<file path="src/rtl/tick_sched.sv">
// Shared-timebase timer scheduler: NREQ requesters share one prescaler and one
// tick down-counter, granted round-robin; completion or early release is pulsed back.
module tick_sched #(
  parameter int NREQ     = 4,
  parameter int DUR_W    = 8,
  parameter int TICK_DIV = 10_000_000
) (
  input  logic                    clk_100MHz,
  input  logic                    reset,
  input  logic [NREQ-1:0]         req,
  input  logic [NREQ*DUR_W-1:0]   dur,
  output logic [NREQ-1:0]         grant,
  output logic                    busy,
  output logic                    tick,
  output logic [NREQ-1:0]         done,
  output logic [NREQ-1:0]         abort
);

  localparam int            PW   = (TICK_DIV > 1) ? $clog2(TICK_DIV) : 1;
  localparam int            IW   = $clog2(NREQ);
  localparam logic [PW-1:0] PMAX = PW'(TICK_DIV - 1);

  typedef enum logic [2:0] {IDLE, LOAD, RUN, DONE, ABRT} state_t;

  state_t            state_q;
  logic [PW-1:0]     presc_q;
  logic [DUR_W-1:0]  remaining_q;
  logic [IW-1:0]     ptr_q;
  logic [IW-1:0]     owner_q;
  logic [NREQ-1:0]   grant_q;

  logic [IW-1:0]     pick_idx;
  logic              pick_valid;
  logic [DUR_W-1:0]  owner_dur;
  logic              wrap;
  logic [IW-1:0]     ptr_d;

  // Scan downward so the request closest to the pointer is the last (winning) assignment.
  always_comb begin
    int j;
    j          = 0;
    pick_idx   = '0;
    pick_valid = 1'b0;
    for (int i = NREQ - 1; i >= 0; i--) begin
      j = int'(ptr_q) + i;
      if (j >= NREQ) j = j - NREQ;
      if (req[j]) begin
        pick_idx   = IW'(j);
        pick_valid = 1'b1;
      end
    end
  end

  assign owner_dur = dur[owner_q*DUR_W +: DUR_W];
  assign wrap      = (presc_q == PMAX);
  assign ptr_d     = (owner_q == IW'(NREQ - 1)) ? '0 : owner_q + 1'b1;

  always_ff @(posedge clk_100MHz or posedge reset) begin
    if (reset) begin
      state_q     <= IDLE;
      presc_q     <= '0;
      remaining_q <= '0;
      ptr_q       <= '0;
      owner_q     <= '0;
      grant_q     <= '0;
    end else begin
      case (state_q)
        IDLE: begin
          if (pick_valid) begin
            owner_q <= pick_idx;
            grant_q <= NREQ'(1) << pick_idx;
            state_q <= LOAD;
          end
        end
        LOAD: begin
          remaining_q <= owner_dur;
          presc_q     <= '0;
          state_q     <= (owner_dur == '0) ? DONE : RUN;
        end
        RUN: begin
          // A dropped request wins over a final tick in the same cycle.
          if (!req[owner_q]) begin
            state_q <= ABRT;
          end else begin
            presc_q <= wrap ? '0 : presc_q + 1'b1;
            if (wrap) begin
              remaining_q <= remaining_q - 1'b1;
              if (remaining_q == DUR_W'(1)) state_q <= DONE;
            end
          end
        end
        DONE, ABRT: begin
          ptr_q   <= ptr_d;
          grant_q <= '0;
          state_q <= IDLE;
        end
        default: state_q <= IDLE;
      endcase
    end
  end

  assign grant = grant_q;
  assign busy  = (state_q != IDLE);
  assign tick  = (state_q == RUN) && wrap;

  for (genvar gi = 0; gi < NREQ; gi++) begin : g_pulse
    assign done[gi]  = (state_q == DONE) && grant_q[gi];
    assign abort[gi] = (state_q == ABRT) && grant_q[gi];
  end

endmodule

</file>
<file path="config.mk">
export PLATFORM = sky130hd
export DESIGN_NAME = tick_sched
export DESIGN_NICKNAME = d
export VERILOG_FILES = /design/src/rtl/tick_sched.sv
export SDC_FILE = /design/constraint.sdc
export NUM_CORES = 1
export LEC_CHECK = 0
export CELL_PAD_IN_SITES_DETAIL_PLACEMENT = 0
export CELL_PAD_IN_SITES_GLOBAL_PLACEMENT = 1
export CORE_UTILIZATION = 36
export CTS_CLUSTER_SIZE = 20
export DETAILED_ROUTE_END_ITERATION = 10
export GPL_TIMING_DRIVEN = 0
export PLACE_DENSITY = 0.87
export SLEW_MARGIN = 20
export SYNTH_ARGS = -nofsm -noshare
export SYNTH_HDL_FRONTEND = slang
export SYNTH_SLANG_ARGS = --single-unit
export TNS_END_PERCENT = 20
</file>
<file path="constraint.sdc">
create_clock -name clk_100MHz -period 1.87 [get_ports clk_100MHz]
set_input_delay 0.2805 -clock clk_100MHz [delete_from_list [all_inputs] [get_ports clk_100MHz]]
set_output_delay 0.2805 -clock clk_100MHz [all_outputs]
set_load 0.03 [all_outputs]
</file>
==> reports/metrics.csv <==
metric;value;unit
critical path's top delay family;simple AND/OR/NAND/NOR gates;
FMAX;448;MHz
CTS Sinks;43;
Max Buffers Root-to-Sink;2;
leakage;1.65;nW
slack of the critical path;-361;ps
DR vias;2717;
CTS buffer count;5;
post-route ant nets;0;
HP Class;primary input to asynchronous set/reset pin;
part of the cycle the worst path needs;119;%
worst slack, placed;-697;ps
most frequent cell after synthesis;dfrtp_1;
crit path cell chain;or4b_4 -> nor4_4 -> and3_4 -> buf_6;
register bit count reported by yosys;43;
synth warn;0;
Setup TNS Final;-6620;ps
Util after Layout;54.5;%
RD Place Congestion;0.760;
remaining global-route overflow;0;
unrepaired setup endpoints after global routing;yes;
pin count of the biggest net entering global routing;23;
Ports;52;
sequential share of the synthesized area;38.8;%
clock transition at the registers of the reported paths;90;ps
first-pass GRT wire length;12500;um
Setup Skew;9.91;ps
wire per inst;17.1;um
Cell Area, Placed;3450;um2
top cells by instance count after synthesis;43 x dfrtp_1, 32 x nor2_1, 22 x nand2_1, 19 x o21ai_0, 16 x a21oi_1;
maximum vdd ir drop;854;uV
Slew Limit Fails;0;
Post-synth EDFFs;0;
asr flop ratio synth;100;%
CTS tree;done;
CP endpoint kind;primary output;
syn avg cell area;9.52;um2
IO Port Bufs;51;
fin area;3990;um2
core footprint;7330;um2
Fillers;624;
H-tree depth;2;
slew of the pin with the lowest slew margin;912;ps
cell taking the most area after synthesis;dfrtp_1;
Final Hold Slack;327;ps
Netlist cell types;59;
minimum clock period;2230;ps
post-route insts no fill;470;
MaxCap Viol Count;0;
Total Power;5.34;mW
net count after synthesis;333;
Pre-antenna DRT Iters;4;
Pwr Density;1340;nW/um2
Crit Reg-Reg Startpoint;presc_q[18];
antenna violations before repair;0;
Fin. Hold Viols;0;
Crit path arrival time;1950;ps
Final setup viols;35;
Via density;5.78;
vias in the first global route;2640;
top cells by area, synth;dfrtp_1 39%, mux4_2 7.3%, nor2_1 4.3%, o21ai_0 3.4%, and3_1 3.2%;
Area growth syn-to-layout;44.1;%
status;complete, but fails checks;
DP Wirelength;5160;um
crit path launch type;flip-flop;
antenna fix cells;0;
Die Y;89.7;um
Root Buffer;clkbuf_8;
Post-route DRC;0;
Post-Syn Instances;291;
buffers and inverters on the worst path;1;
post-synth top area share;38.8;%
CP Max Fanout;2;
Nets;413;
synthesized cell area;2770;um2
RR Endpoint;presc_q[0];
die footprint;8050;um2
die width;89.7;um
slowest cell on the critical path;or4b_4;
share of cells above drive strength 1;27.8;%
Post-Route WL;8020;um
r2r setup slk;-330;ps
GR Util All Layers;18.8;%
ys flop type;dfrtp_1;
Worst R2R Path Depth;7;
placed insts;442;
Clock Latency Late Sink;310;ps
# rows;31;
failing checks;setup timing;
Critical Path Max Stage Delay;560;ps
initial drt markers;168;
worst endpoint required time;1590;ps
initial cell density of the core;37.8;%
Max-Slew Margin vs Limit;38.6;%
kind of critical path;flip-flop to primary output;
flip-flops by register name, indices dropped and copies added, names as in the netlist:
signal / flops
owner_q: 2
state_q: 3
grant: 4
presc_q: 24
remaining_q: 8
ptr_q: 2
layer usage:
metal  global-route usage, %  vias up  share of wire, %
met5                       0        -                 0
met4                    4.78        0               1.5
met3                    4.15       15               5.7
met2                    31.8      122                50
met1                    24.3     1325                42
li1                        -     1255                 -
area by class of cell:
type	instances	area, um2	area share (%)
repair buffers	73	749	18.8
clock inverters	1	30.0	0.752
clock buffers	6	72.6	1.82
flip-flops and latches	43	1080	27.0
multi-input cells	226	1770	44.4
well taps	99	124	3.10
inverters	10	40.0	1.00
plain buffers	12	124	3.10
where the power goes:
group / switching (mW) / internal [mW] / total, mW
Clock: 0.342 / 0.392 / 0.734
Sequential: 0.256 / 1.15 / 1.40
Combinational: 1.71 / 1.50 / 3.21
worst max-delay path by stage:
| stage | cells past startpoint | endpoint | startpoint |
|---|---|---|---|
| 5_1_grt | 4 | tick | presc_q[18] |
| 4_1_cts | 4 | tick | presc_q[21] |
| 2_1_floorplan | 6 | presc_q[0] | presc_q[11] |
| 6_report | 4 | tick | presc_q[18] |
| 3_5_place_dp | 4 | tick | presc_q[17] |
| 3_3_place_gp | 4 | tick | presc_q[17] |
worst reg2reg max path: stages (launching register included):
cell and delay [ps]:
dfrtp_1 400, or4b_4 560, nor4_4 300, buf_4 210
a21o_4 170, buf_8 150, nor2_4 60, mux2_2 250
layout by cell type, fill, tap and decap left out, types with 4 or more instances in the layout:
master           instances
clkdlybuf4s50_1         41
dfrtp_1                 40
nor2_1                  25
nand2_1                 21
buf_4                   18
a21oi_1                 16
and3_1                  13
o21ai_0                 10
nand3_1                  9
mux4_2                   9
inv_1                    8
buf_6                    8
nand4_1                  8
o21ai_1                  8
clkdlybuf4s15_2          8
xor2_1                   7
nor3_1                   7
a22o_1                   6
nor2_4                   5
o21ai_2                  5
clkbuf_8                 5
nor4_4                   4
or4_1                    4
xnor2_1                  4
nor4_1                   4
nor2_2                   4
timing repair:
item,4_1_cts,5_1_grt
pin swaps,7,17
gates cloned,0,4
hold buffers,0,0
resized for setup,55,50
endpoints found under the setup margin,45,48
setup buffers,6,11
cells by family after synthesis:
| logic type | Yosys count | share of synthesized area, % |
|---|---|---|
| flops | 43 | 38.8 |
| buf+inv | 22 | 4.06 |
| mux | 13 | 8.89 |
| xor+xnor | 11 | 3.48 |
| simple gates | 129 | 26.6 |
| fa+ha+maj | 4 | 1.81 |
| compound gates | 69 | 16.3 |
Note: power is estimated with default switching activity, not from simulation.
==> RTL change 1: new RTL, same flow settings <==
The parameter `NREQ` goes from 4 to 8.
--- a/src/rtl/tick_sched.sv
+++ b/src/rtl/tick_sched.sv
@@ -1,7 +1,7 @@
 // Shared-timebase timer scheduler: NREQ requesters share one prescaler and one
 // tick down-counter, granted round-robin; completion or early release is pulsed back.
 module tick_sched #(
-  parameter int NREQ     = 4,
+  parameter int NREQ     = 8,
   parameter int DUR_W    = 8,
   parameter int TICK_DIV = 10_000_000
 ) (
Interface: changed (5 resized); port bits go from 52 to 100. The function was not compared with the original's and may differ.
==> RTL change 1 against the unedited design <==
- the run still ends with negative setup slack left
- sequential cell count is 6 higher
- via count is 49% higher
- power is 83% higher
- fmax is 18% lower
- first-iteration DRC count is 15% higher
- global-route usage is 1.3 points higher
- sequential power is 16% higher
- non-clock buffer count is 63 higher
- cell area is 54% higher
- routed wire length is 56% higher
- area after synthesis is 53% higher
- setup slack worse by 0.49 ns
- worst hold slack better by 0.014 ns
- critical path type is now reg -> reg
==> RTL change 1: results (changes against the unedited design) <==
[status]
failed_checks=negative setup slack  ; unchanged
status=finished with violations  ; unchanged

[global_routing]
grt_pass1_vias=4034  ; was 2640
antenna_found_initial=0  ; unchanged
grt_pass1_wl_mm=20.3  ; was 12.5 mm
grt_max_degree=29  ; was 23
grt_usage=0.201  ; was 0.188

[yosys]
ys_types=64  ; was 59
ys_top_cells_by_count=dfrtp_1 (49), nand2_1 (41), nor2_1 (39), o21ai_0 (34), mux4_2 (33)  ; was dfrtp_1 (43), nor2_1 (32), nand2_1 (22), o21ai_0 (19), a21oi_1 (16)
seq_area_frac_synth=0.289  ; was 0.388
syn-num-nets=516  ; was 333
synth.area.top_cells=dfrtp_1 (29%), mux4_2 (18%), mux2i_1 (4.0%), o21ai_0 (4.0%), nand2_1 (3.6%)  ; was dfrtp_1 (39%), mux4_2 (7.3%), nor2_1 (4.3%), o21ai_0 (3.4%), and3_1 (3.2%)

[placed_design]
placed_area_um2=5470  ; was 3450 um^2
numPortBuffers=99  ; was 51
routabilityCongestion=0.864  ; was 0.760
hpwl_mm=9.13  ; was 5.16 mm

[cells_and_area]
n_antenna_cell=0  ; unchanged
layout.nets=644  ; was 413
layout-drive-gt1-share=0.302  ; was 0.278

[clocking]
insertion_delay_ns=0.29  ; was 0.31 ns
ctsLongestPathBuffers=2  ; unchanged
clk_pin_slew_ns=0.07  ; was 0.09 ns
cts-root-buf=clkbuf_16  ; was clkbuf_8
cts_buffers=5  ; unchanged
cts_hold_buf=0  ; unchanged
ctsHtreeMaxLevel=2  ; unchanged

[routing]
drt-initial-drc-count=193  ; was 168
wirelength_mm=12.5  ; was 8.02 mm
via_per_inst=5.72  ; was 5.78
dr.pass1.iters=5  ; was 4

[critical_path]
cp.arrival_ns=2.91  ; was 1.95 ns
path_max_fanout=5  ; was 2

[timing]
finalClockSkew_ns=0.00738  ; was 0.00991 ns
setup_viol=46  ; was 35
relSlewSlack=0.633  ; was 0.386
layout_setup_ws_ns=-0.853  ; was -0.361 ns
hold_slack_ns=0.341  ; was 0.327 ns

[pwr]
irDropWorstVdd_mv=1.15  ; was 0.854 mV
p_leak_nw=2.44  ; was 1.65 nW

[hold_path]
hold_class=in -> async  ; unchanged

==> RTL change 1: cell count changes after synthesis, sizes merged, moves of 8 or more <==
cell    delta
mux4      +24
nand2     +18
mux2i     +17
o21ai     +11
xnor2     +10
and2       +9
clkbuf     +8
mux2       +8
==> RTL change 1: path summary, 6_finish.rpt <==
kind | from | to | depth (start not counted)
min reg2reg | remaining_q[5]$_DFFE_PP0P_ | remaining_q[5]$_DFFE_PP0P_ | 2
max reg2reg | ptr_q[0]$_DFFE_PP0N_ | owner_q[0]$_DFFE_PP0P_ | 9
max in group asynchronous | reset | state_q[2]$_DFFE_PP0P_ | 3
min | reset | remaining_q[6]$_DFFE_PP0P_ | 2
max | ptr_q[0]$_DFFE_PP0N_ | owner_q[0]$_DFFE_PP0P_ | 9
min in group clk_100MHz | remaining_q[5]$_DFFE_PP0P_ | remaining_q[5]$_DFFE_PP0P_ | 2
==> RTL change 1: area by class of cell <==
type                       instances  area, um^2
inverter                          10        52.6
clock buffer                       6         139
timing repair buffer             122        1120
tap                              143         179
sequential                        49        1230
buffer                            26         244
clock inverter                     1        7.51
fill                            1001        5330
multi-input combinational        349        3170
==> RTL change 1: worst max-delay path, stage by stage, from the launching register on <==
cell	delay (ns)
dfrtp_1	0.40
buf_4	0.14
ha_1	0.26
xor2_1	0.33
mux4_2	0.42
a21o_1	0.22
a2111oi_4	0.35
o211ai_2	0.20
buf_4	0.21
o21a_1	0.09
==> RTL change 1: what timing repair did <==
action,CTS,global route
setup endpoints to repair,63,63
pin swaps,18,19
setup buffers,12,10
resized for setup,84,94
==> RTL change 1: power by group <==
group          switching, mW  internal [mW]  leakage (nW)  total (mW)
sequential             0.281           1.34         0.648        1.62
clock                  0.376          0.525        0.0690       0.901
combinational           3.84           3.40          1.72        7.24
==> RTL change 1: per-stage QoR <==
stage          power [mW]  utilization  setup slack, ns  std cells  setup TNS, ns
5_1_grt              10.4        0.535           -0.962        706         -24.87
3_3_place_gp         7.33        0.475            -1.22        677         -79.31
6_report             9.76        0.535           -0.853        706         -20.49
2_1_floorplan        6.01            -           -0.777        435         -21.19
3_5_place_dp         7.49        0.477            -1.27        678         -54.15
4_1_cts              9.20        0.512           -0.875        696         -21.36
==> RTL change 1: kinds of logic after synthesis <==
family,after synthesis,share of synthesized area
mux,62,0.251
fa+ha+maj,7,0.0206
compound gates,89,0.146
xor+xnor,15,0.0310
simple gates,176,0.219
flops,49,0.289
buf+inv,37,0.0433
==> RTL change 1: per-layer routing <==
layer | vias to the layer above | global-route usage | routed length (um)
met5 | - | 0 | 0
met2 | 93 | 0.363 | 6630
met1 | 2003 | 0.245 | 5190
li1 | 1916 | - | -
met4 | 0 | 0.0711 | 325
met3 | 26 | 0.0269 | 398
==> RTL change 2: new RTL, same flow settings <==
Without the edit above. Reset style: synchronous (`reset`), changed in one clocked block.
--- a/src/rtl/tick_sched.sv
+++ b/src/rtl/tick_sched.sv
@@ -55,7 +55,7 @@
   assign wrap      = (presc_q == PMAX);
   assign ptr_d     = (owner_q == IW'(NREQ - 1)) ? '0 : owner_q + 1'b1;
 
-  always_ff @(posedge clk_100MHz or posedge reset) begin
+  always_ff @(posedge clk_100MHz) begin
     if (reset) begin
       state_q     <= IDLE;
       presc_q     <= '0;
Check against the original RTL: differs if reset is asserted again (counterexample within 4 cycles, from zero or initial values and one cycle with reset high); with reset held inactive, the same outputs for 10 cycles.
==> RTL change 2 against the unedited design <==
- the flow still finishes with violations (negative setup slack)
- largest cell class unchanged
- setup slack improved by 0.040 ns
- cell area fell by 4.6%
- fmax rose by 1.8%
- critical endpoint is now presc_q[18]$_SDFFE_PP0P_
- sequential cell count did not move
- power fell by 36%
- global-route usage rose by 2.4 points
- routed wire length fell by 7.0%
- area after synthesis fell by 5.2%
- non-clock buffer count fell by 3
- worst hold slack improved by 0.16 ns
- largest power group unchanged
- final cell count rose by 5.5%
==> RTL change 2: results (changes against the unedited design) <==
[status]
status=finished with violations  ; unchanged
failed_checks=negative setup slack  ; unchanged

[pwr]
p_leak_nw=1.36  ; was 1.65 nW
power_frac_seq=0.336  ; was 0.262
irDropWorstVdd_mv=0.621  ; was 0.854 mV
p_total_mw=3.44  ; was 5.34 mW

[global_routing]
grt_max_degree=14  ; was 23
grt_util_met3=0.0427  ; was 0.0415
use_met2=0.380  ; was 0.318
grt_util_met1=0.254  ; was 0.243
grt_pass1_wl_mm=12.6  ; was 12.5 mm
grt_pass1_vias=2708  ; was 2640

[placed_design]
placed_area_um2=3280  ; was 3450 um^2
routabilityCongestion=0.916  ; was 0.760
dp_slack_ns=-0.897  ; was -0.697 ns
numPortBuffers=50  ; was 51

[critical_path]
path_max_fanout=7  ; was 2
slowest_delay_ns=0.54  ; was 0.56 ns
rr_worst_depth=9  ; was 7
cp-endpoint=presc_q[18]$_SDFFE_PP0P_  ; was tick
crit_start=presc_q[10]$_SDFFE_PP0P_  ; was presc_q[18]$_DFFE_PP0P_

[routing]
wirelength_mm=7.46  ; was 8.02 mm
dr.pass1.iters=5  ; was 4
met3_length_um=315  ; was 461 um
wl_met1_mm=3.32  ; was 3.40 mm
wl_met2_mm=3.69  ; was 4.04 mm

[yosys]
seq_area_frac_synth=0.328  ; was 0.388
ys.flop_type=dfxtp_1  ; was dfrtp_1
ys_top_cells_by_count=nor2_1 (51), dfxtp_1 (43), nand2_1 (36), a21oi_1 (24), o21ai_0 (14)  ; was dfrtp_1 (43), nor2_1 (32), nand2_1 (22), o21ai_0 (19), a21oi_1 (16)
synth.area.top_cells=dfxtp_1 (33%), mux4_2 (7.7%), nor2_1 (7.3%), nand2_1 (5.1%), a21oi_1 (4.6%)  ; was dfrtp_1 (39%), mux4_2 (7.3%), nor2_1 (4.3%), o21ai_0 (3.4%), and3_1 (3.2%)

[cells_and_area]
fillers=649  ; was 624
stdcell_count=496  ; was 470
layout.nets=441  ; was 413
layout-drive-gt1-share=0.283  ; was 0.278

[timing]
relSlewSlack=0.593  ; was 0.386
setup_viol=32  ; was 35
layout_setup_ws_ns=-0.321  ; was -0.361 ns

[clocking]
cts_resized=79  ; was 55

[hold_path]
hold_class=reg -> reg  ; was in -> async

==> RTL change 2: area by class of cell <==
type	count	area, um^2	share of cell area
clock inverter	2	12.5	0.00329
inverter	7	26.3	0.00690
sequential	43	886	0.233
timing repair buffer	70	711	0.187
clock buffer	6	72.6	0.0191
buffer	12	103	0.0269
multi-input combinational	260	1880	0.493
tap	96	120	0.0315
==> RTL change 2: cell families after synthesis <==
| logic type | Yosys count | share of synthesized area |
|---|---|---|
| flip-flops | 43 | 0.328 |
| adder cells (fa/ha/maj) | 4 | 0.0190 |
| multiplexers | 10 | 0.0810 |
| buffers and inverters | 21 | 0.0405 |
| AND/OR/NAND/NOR | 167 | 0.330 |
| AO/OA/AOI/OAI | 64 | 0.152 |
| XOR/XNOR | 15 | 0.0500 |
==> RTL change 2: worst register-to-register path: stages (launching register included) <==
cell	delay, ns
dfxtp_2	0.35
nand2_2	0.08
or3_4	0.36
or4_4	0.54
o21a_4	0.28
nand2b_1	0.09
buf_6	0.13
buf_12	0.11
buf_8	0.11
nor2_1	0.04
